File: src/rtl/pipeline_fetch_ctrl.sv
// pipeline_fetch_ctrl: IF-stage sequencing controller.
// Handles boot timing after reset, load-use stalls, branch/jump redirects
// with IF/ID and ID/EX flushes, and halt/resume.
// Optional performance counters are built only when FETCH_CTRL_PERF_EN is
// defined; otherwise stall_cnt_o/redirect_cnt_o are tied to zero.
module pipeline_fetch_ctrl #(
  parameter logic [31:0] RESET_VECTOR = 32'h0000_0000,
  parameter int unsigned BOOT_CYCLES  = 4,
  parameter int unsigned FLUSH_CYCLES = 1,
  parameter int unsigned CNT_W        = 16
) (
  input  logic              clk_i,
  input  logic              reset_i,
  input  logic              branch_taken_i,
  input  logic [31:0]       branch_target_i,
  input  logic              stall_i,
  input  logic              halt_i,
  input  logic              resume_i,
  input  logic              imem_ready_i,
  output logic              fetch_en_o,
  output logic              pc_src_o,
  output logic [31:0]       pc_new_o,
  output logic              flush_if_id_o,
  output logic              flush_id_ex_o,
  output logic              halted_o,
  output logic              misaligned_o,
  output logic [2:0]        state_o,
  output logic [CNT_W-1:0]  stall_cnt_o,
  output logic [CNT_W-1:0]  redirect_cnt_o
);

  typedef enum logic [2:0] {
    ST_BOOT     = 3'd0,
    ST_RUN      = 3'd1,
    ST_STALL    = 3'd2,
    ST_REDIRECT = 3'd3,
    ST_HALT     = 3'd4
  } state_e;

  state_e     state_q, state_d;
  logic [7:0] boot_cnt_q, boot_cnt_d;
  logic [2:0] flush_cnt_q, flush_cnt_d;
  logic       halt_pend_q, halt_pend_d;
  logic       halted_q, halted_d;
  logic       misaligned_q, misaligned_d;
  logic       redirect_acc;

  // Next-state, counter updates and combinational fetch-side controls.
  always_comb begin
    // NOTE: every signal assigned here gets a default first so no path
    // leaves it unassigned, which would otherwise infer a latch.
    state_d       = state_q;
    boot_cnt_d    = boot_cnt_q;
    flush_cnt_d   = flush_cnt_q;
    halt_pend_d   = halt_pend_q;
    misaligned_d  = 1'b0;
    redirect_acc  = 1'b0;
    fetch_en_o    = 1'b0;
    pc_src_o      = 1'b0;
    pc_new_o      = RESET_VECTOR;
    flush_if_id_o = 1'b0;
    flush_id_ex_o = 1'b0;

    case (state_q)
      ST_BOOT: begin
        flush_if_id_o = 1'b1;
        flush_id_ex_o = 1'b1;
        if (boot_cnt_q == 8'd0) begin
          // Last boot cycle: load the reset vector into the PC.
          pc_src_o   = 1'b1;
          fetch_en_o = 1'b1;
          state_d    = ST_RUN;
        end else begin
          boot_cnt_d = boot_cnt_q - 8'd1;
        end
      end

      ST_RUN, ST_STALL, ST_REDIRECT: begin
        if (branch_taken_i) begin
          // Redirect wins over everything, including a not-ready imem.
          redirect_acc  = 1'b1;
          pc_src_o      = 1'b1;
          pc_new_o      = {branch_target_i[31:2], 2'b00};
          fetch_en_o    = 1'b1;
          flush_if_id_o = 1'b1;
          flush_id_ex_o = 1'b1;
          misaligned_d  = |branch_target_i[1:0];
          flush_cnt_d   = 3'(FLUSH_CYCLES);
          state_d       = (FLUSH_CYCLES != 0) ? ST_REDIRECT : ST_RUN;
        end else if (state_q == ST_REDIRECT) begin
          flush_if_id_o = 1'b1;
          if (halt_i) begin
            state_d     = ST_HALT;
            halt_pend_d = 1'b0;
          end else begin
            // stall_i is ignored here; a not-ready imem holds the count.
            fetch_en_o = imem_ready_i;
            if (imem_ready_i) begin
              if (flush_cnt_q <= 3'd1) begin
                flush_cnt_d = 3'd0;
                state_d     = ST_RUN;
              end else begin
                flush_cnt_d = flush_cnt_q - 3'd1;
              end
            end
          end
        end else if (state_q == ST_STALL) begin
          // A halt arriving mid-stall is parked until the stall clears.
          halt_pend_d = halt_pend_q | halt_i;
          if (stall_i) begin
            flush_id_ex_o = 1'b1;
          end else begin
            fetch_en_o = imem_ready_i;
            state_d    = ST_RUN;
          end
        end else begin
          if (halt_i || halt_pend_q) begin
            flush_if_id_o = 1'b1;
            halt_pend_d   = 1'b0;
            state_d       = ST_HALT;
          end else if (stall_i) begin
            flush_id_ex_o = 1'b1;
            state_d       = ST_STALL;
          end else begin
            fetch_en_o = imem_ready_i;
          end
        end
      end

      ST_HALT: begin
        // resume_i wins over a simultaneous halt_i.
        if (resume_i) state_d = ST_RUN;
      end

      default: state_d = ST_BOOT;
    endcase

    if (reset_i) begin
      state_d      = ST_BOOT;
      boot_cnt_d   = 8'(BOOT_CYCLES - 1);
      flush_cnt_d  = 3'd0;
      halt_pend_d  = 1'b0;
      misaligned_d = 1'b0;
    end
  end

  assign halted_d = (state_d == ST_HALT);

  // Control-state registers.
  always_ff @(posedge clk_i) begin
    // NOTE: sequential state uses non-blocking assignments so every flop
    // samples values from before the edge, independent of statement order.
    state_q      <= state_d;
    boot_cnt_q   <= boot_cnt_d;
    flush_cnt_q  <= flush_cnt_d;
    halt_pend_q  <= halt_pend_d;
    halted_q     <= halted_d;
    misaligned_q <= misaligned_d;
  end

  assign state_o      = state_q;
  assign halted_o     = halted_q;
  assign misaligned_o = misaligned_q;

`ifdef FETCH_CTRL_PERF_EN
  logic [CNT_W-1:0] stall_cnt_q, stall_cnt_d;
  logic [CNT_W-1:0] redirect_cnt_q, redirect_cnt_d;
  logic             stall_inc;

  // Saturating stall and redirect counters.
  always_comb begin
    stall_inc      = (state_q == ST_STALL) || ((state_q == ST_RUN) && !imem_ready_i);
    stall_cnt_d    = stall_cnt_q;
    redirect_cnt_d = redirect_cnt_q;
    if (stall_inc && !(&stall_cnt_q))       stall_cnt_d    = stall_cnt_q + 1'b1;
    if (redirect_acc && !(&redirect_cnt_q)) redirect_cnt_d = redirect_cnt_q + 1'b1;
    if (reset_i) begin
      stall_cnt_d    = '0;
      redirect_cnt_d = '0;
    end
  end

  // Counter registers.
  always_ff @(posedge clk_i) begin
    stall_cnt_q    <= stall_cnt_d;
    redirect_cnt_q <= redirect_cnt_d;
  end

  assign stall_cnt_o    = stall_cnt_q;
  assign redirect_cnt_o = redirect_cnt_q;
`else
  logic unused_perf;
  assign unused_perf    = redirect_acc;
  assign stall_cnt_o    = '0;
  assign redirect_cnt_o = '0;
`endif

endmodule

File: config.mk
export PLATFORM = sky130hd
export DESIGN_NAME = pipeline_fetch_ctrl
export DESIGN_NICKNAME = d
export VERILOG_FILES = /design/src/rtl/pipeline_fetch_ctrl.sv
export SDC_FILE = /design/constraint.sdc
export NUM_CORES = 1
export LEC_CHECK = 0
export BUFFER_PORTS_ARGS = -buffer_cell sky130_fd_sc_hd__buf_2
export CAP_MARGIN = 20
export CORE_MARGIN = 2
export CORE_UTILIZATION = 45
export DETAILED_ROUTE_END_ITERATION = 10
export GPL_ROUTABILITY_DRIVEN = 0
export GPL_TIMING_DRIVEN = 0
export PLACE_DENSITY = 0.88
export SETUP_SLACK_MARGIN = 0.3
export SYNTH_ARGS = -nofsm -noshare
export SYNTH_HDL_FRONTEND = slang
export SYNTH_SLANG_ARGS = --single-unit
File: constraint.sdc
create_clock -name clk_i -period 3.64 [get_ports clk_i]
set_input_delay 0.182 -clock clk_i [delete_from_list [all_inputs] [get_ports clk_i]]
set_output_delay 0.182 -clock clk_i [all_outputs]
set_load 0.005 [all_outputs]
==> flow_metrics.env <==
export IMPL_antenna_found_initial=0
export IMPL_grt_pass1_vias=1451
export IMPL_area_delta_synth_final_pct=37.1
export IMPL_cts_sinks=17
export IMPL_routed_wl_mm=3.88
export IMPL_grt_ovfl_total=0
export IMPL_io_pins=112
export IMPL_async_flop_share_pct=0
export IMPL_final_util_pct=64.7
export IMPL_drv_slew=0
export IMPL_rsz0062_at_grt="no"
export IMPL_clkLatencyLatePin_ps=300
export IMPL_grt_first_pass_wirelength_mm=6.29
export IMPL_netlist_area_um2=1570
export IMPL_die_x_um=63.1
export IMPL_grt_max_degree=11
export IMPL_final_instance_count_excl_fill=358
export IMPL_design_area_um2=2160
export IMPL_synth_cell_type_count=49
export IMPL_gr_usage_all_layers_pct=19.2
export IMPL_cts_path_max_buffers=2
export IMPL_cellLeakagePower_nw=1.15
export IMPL_diodes=0
export IMPL_rows=21
export IMPL_drc=0
export IMPL_required_ps=3460
export IMPL_via_per_inst=4.49
export IMPL_cts_tree="yes"
export IMPL_hold_violations=0
export IMPL_cts_made_buffers=3
export IMPL_setup_viol=0
export IMPL_ys_warnings_count=0
export IMPL_hold_path_class="input pin to flip-flop"
export IMPL_yosysSeqAreaShare_pct=21.6
export IMPL_tns_ps=0
export IMPL_worst_setup_path_end_kind="output pin"
export IMPL_worstPathMaxFanout=4
export IMPL_start_util_pct=47.2
export IMPL_io_buffers=75
export IMPL_cts_htree_levels=1
export IMPL_min_period_ps=2030
export IMPL_cts_hold_fix_buffers=0
export IMPL_vdd_drop_max_uv=211
export IMPL_dieHeight_um=63.1
export IMPL_drt_initial_drc_count=42
export IMPL_ys_flop_type="dfxtp_1"
export IMPL_clock_skew_ps=10.7
export IMPL_power_density_nw_per_um2=385
export IMPL_synth_seq_cells=17
export IMPL_die_area_um2=3990
export IMPL_post_cts_resized=0
export IMPL_avgRoutedWirePerCell_um=10.8
export IMPL_first_pass_iters=4
export IMPL_placed_cells=354
export IMPL_p_total_w=0.000831
export IMPL_period_share_pct=55.9
export IMPL_startpoint_type="flip-flop"
export IMPL_clkTransAtPathRegs_ps=110
export IMPL_clock_fmax_mhz=492
export IMPL_syn_inst=200
export IMPL_ant_nets=0
export IMPL_status="finished, final reports clean"
export IMPL_crit_type="flip-flop to output pin"
export IMPL_max_cap_violations=0
export IMPL_vias=1607
export IMPL_fin_nets=356
export IMPL_synth_edf_count=0
export IMPL_layout_drive_gt1_share_pct=42.6
export IMPL_place_hpwl_mm=3.20
export IMPL_critPathArrivalTime_ps=1850
export IMPL_cts_root_buf="clkbuf_4"
export IMPL_postCtsSetupRepairBufs=0
export IMPL_design_core_area_um2=3340
export IMPL_nFillCells=311
export IMPL_place_area_um2=2130
export IMPL_synth_area_per_cell_um2=7.87
kinds of logic after synthesis:
family | share of synthesized area (%)
AO/OA/AOI/OAI | 14.4
XOR/XNOR | 1.67
adder cells (fa/ha/maj) | 3.18
buffers and inverters | 21.9
flip-flops | 21.6
multiplexers | 3.97
other | 0.238
AND/OR/NAND/NOR | 33.1
report_power, final:
part           internal (W)  switching [W]
clock network     0.0000410      0.0000625
registers          0.000220      0.0000442
logic              0.000228       0.000236
flip-flops by register name (all words and copies together) (netlist names):
signal	count
halt_pend_q	1
misaligned_o	1
flush_cnt_q	3
halted_o	1
boot_cnt_q	8
state_o	3
cell usage after synthesis, types with 3 or more instances:
library cell,instances,share of area (%)
inv_1,8,1.9
or3_1,4,1.6
nor2_2,3,1.2
nand4_1,3,1.2
dfxtp_1,17,22
nor3_1,3,0.95
nor2_1,14,3.3
nor4_1,3,1.2
nand2_1,6,1.4
nand2b_1,5,2.0
mux2i_1,4,2.5
ha_1,4,3.2
buf_4,35,17
a311oi_1,3,1.7
o21ai_0,7,2.2
clkbuf_2,3,0.95
and2_1,30,12
a21oi_1,9,2.9
clkbuf_1,4,0.95
layer usage:
layer / share of wire (%) / track usage (%) / up-vias
li1: - / - / 834
met1: 39 / 21.3 / 702
met2: 51 / 35.2 / 66
met3: 9.2 / 5.36 / 5
met4: 0.88 / 5.56 / 0
met5: 0 / 0 / -
cell usage in the layout, fill, tap and decap left out, types with 2 or more instances in the layout:
cell type  instances
buf_2             77
buf_4             35
conb_1            34
and2_1            30
dfxtp_1           17
nor2_1            14
a21oi_1            9
inv_1              8
o21ai_0            7
nand2_1            6
nand2b_1           5
clkbuf_1           4
or3_1              4
mux2i_1            4
ha_1               4
nor2_2             3
clkbuf_2           3
nand4_1            3
a311oi_1           3
nor3_1             3
nor4_1             3
clkbuf_4           3
nor2b_1            2
mux2_2             2
o2111ai_1          2
xor2_1             2
critical path: stages, from the launching register on:
cell and delay (ps):
dfxtp_1 380, inv_1 110, ha_1 200, nor2b_1 350, nand4_1 240, o21ai_0 140, buf_2 140
path summary, 6_finish.rpt:
| kind | from | end | slack [ps] | depth (start not counted) |
|---|---|---|---|---|
| max | boot_cnt_q[0]$_SDFFE_PP1P_ | pc_src_o | 1610 | 6 |
| min | resume_i | state_o[0]$_DFF_P_ | 200 | 3 |
| max reg2reg | boot_cnt_q[0]$_SDFFE_PP1P_ | state_o[0]$_DFF_P_ | 1970 | 5 |
| min reg2reg | flush_cnt_q[1]$_SDFFE_PP0P_ | flush_cnt_q[1]$_SDFFE_PP0P_ | 480 | 2 |
per-stage QoR:
step                worst slack, ps  hold WS (ps)
floorplan                      2170           346
global route                   1450           182
global placement               1970           460
detailed placement             1960           469
CTS                            1600           197
finish                         1610           199
layout make-up:
| type | instances | area [um^2] | share of cell area [%] |
|---|---|---|---|
| clock inverter | 1 | 5.00 | 0.232 |
| sequential | 17 | 340 | 15.8 |
| buffer | 45 | 314 | 14.6 |
| clock buffer | 3 | 22.5 | 1.04 |
| tap | 46 | 57.6 | 2.67 |
| multi-input combinational | 163 | 1010 | 47.0 |
| inverter | 8 | 30.0 | 1.39 |
| timing repair buffer | 75 | 375 | 17.4 |
No activity file was read; power rests on OpenSTA's default activity.
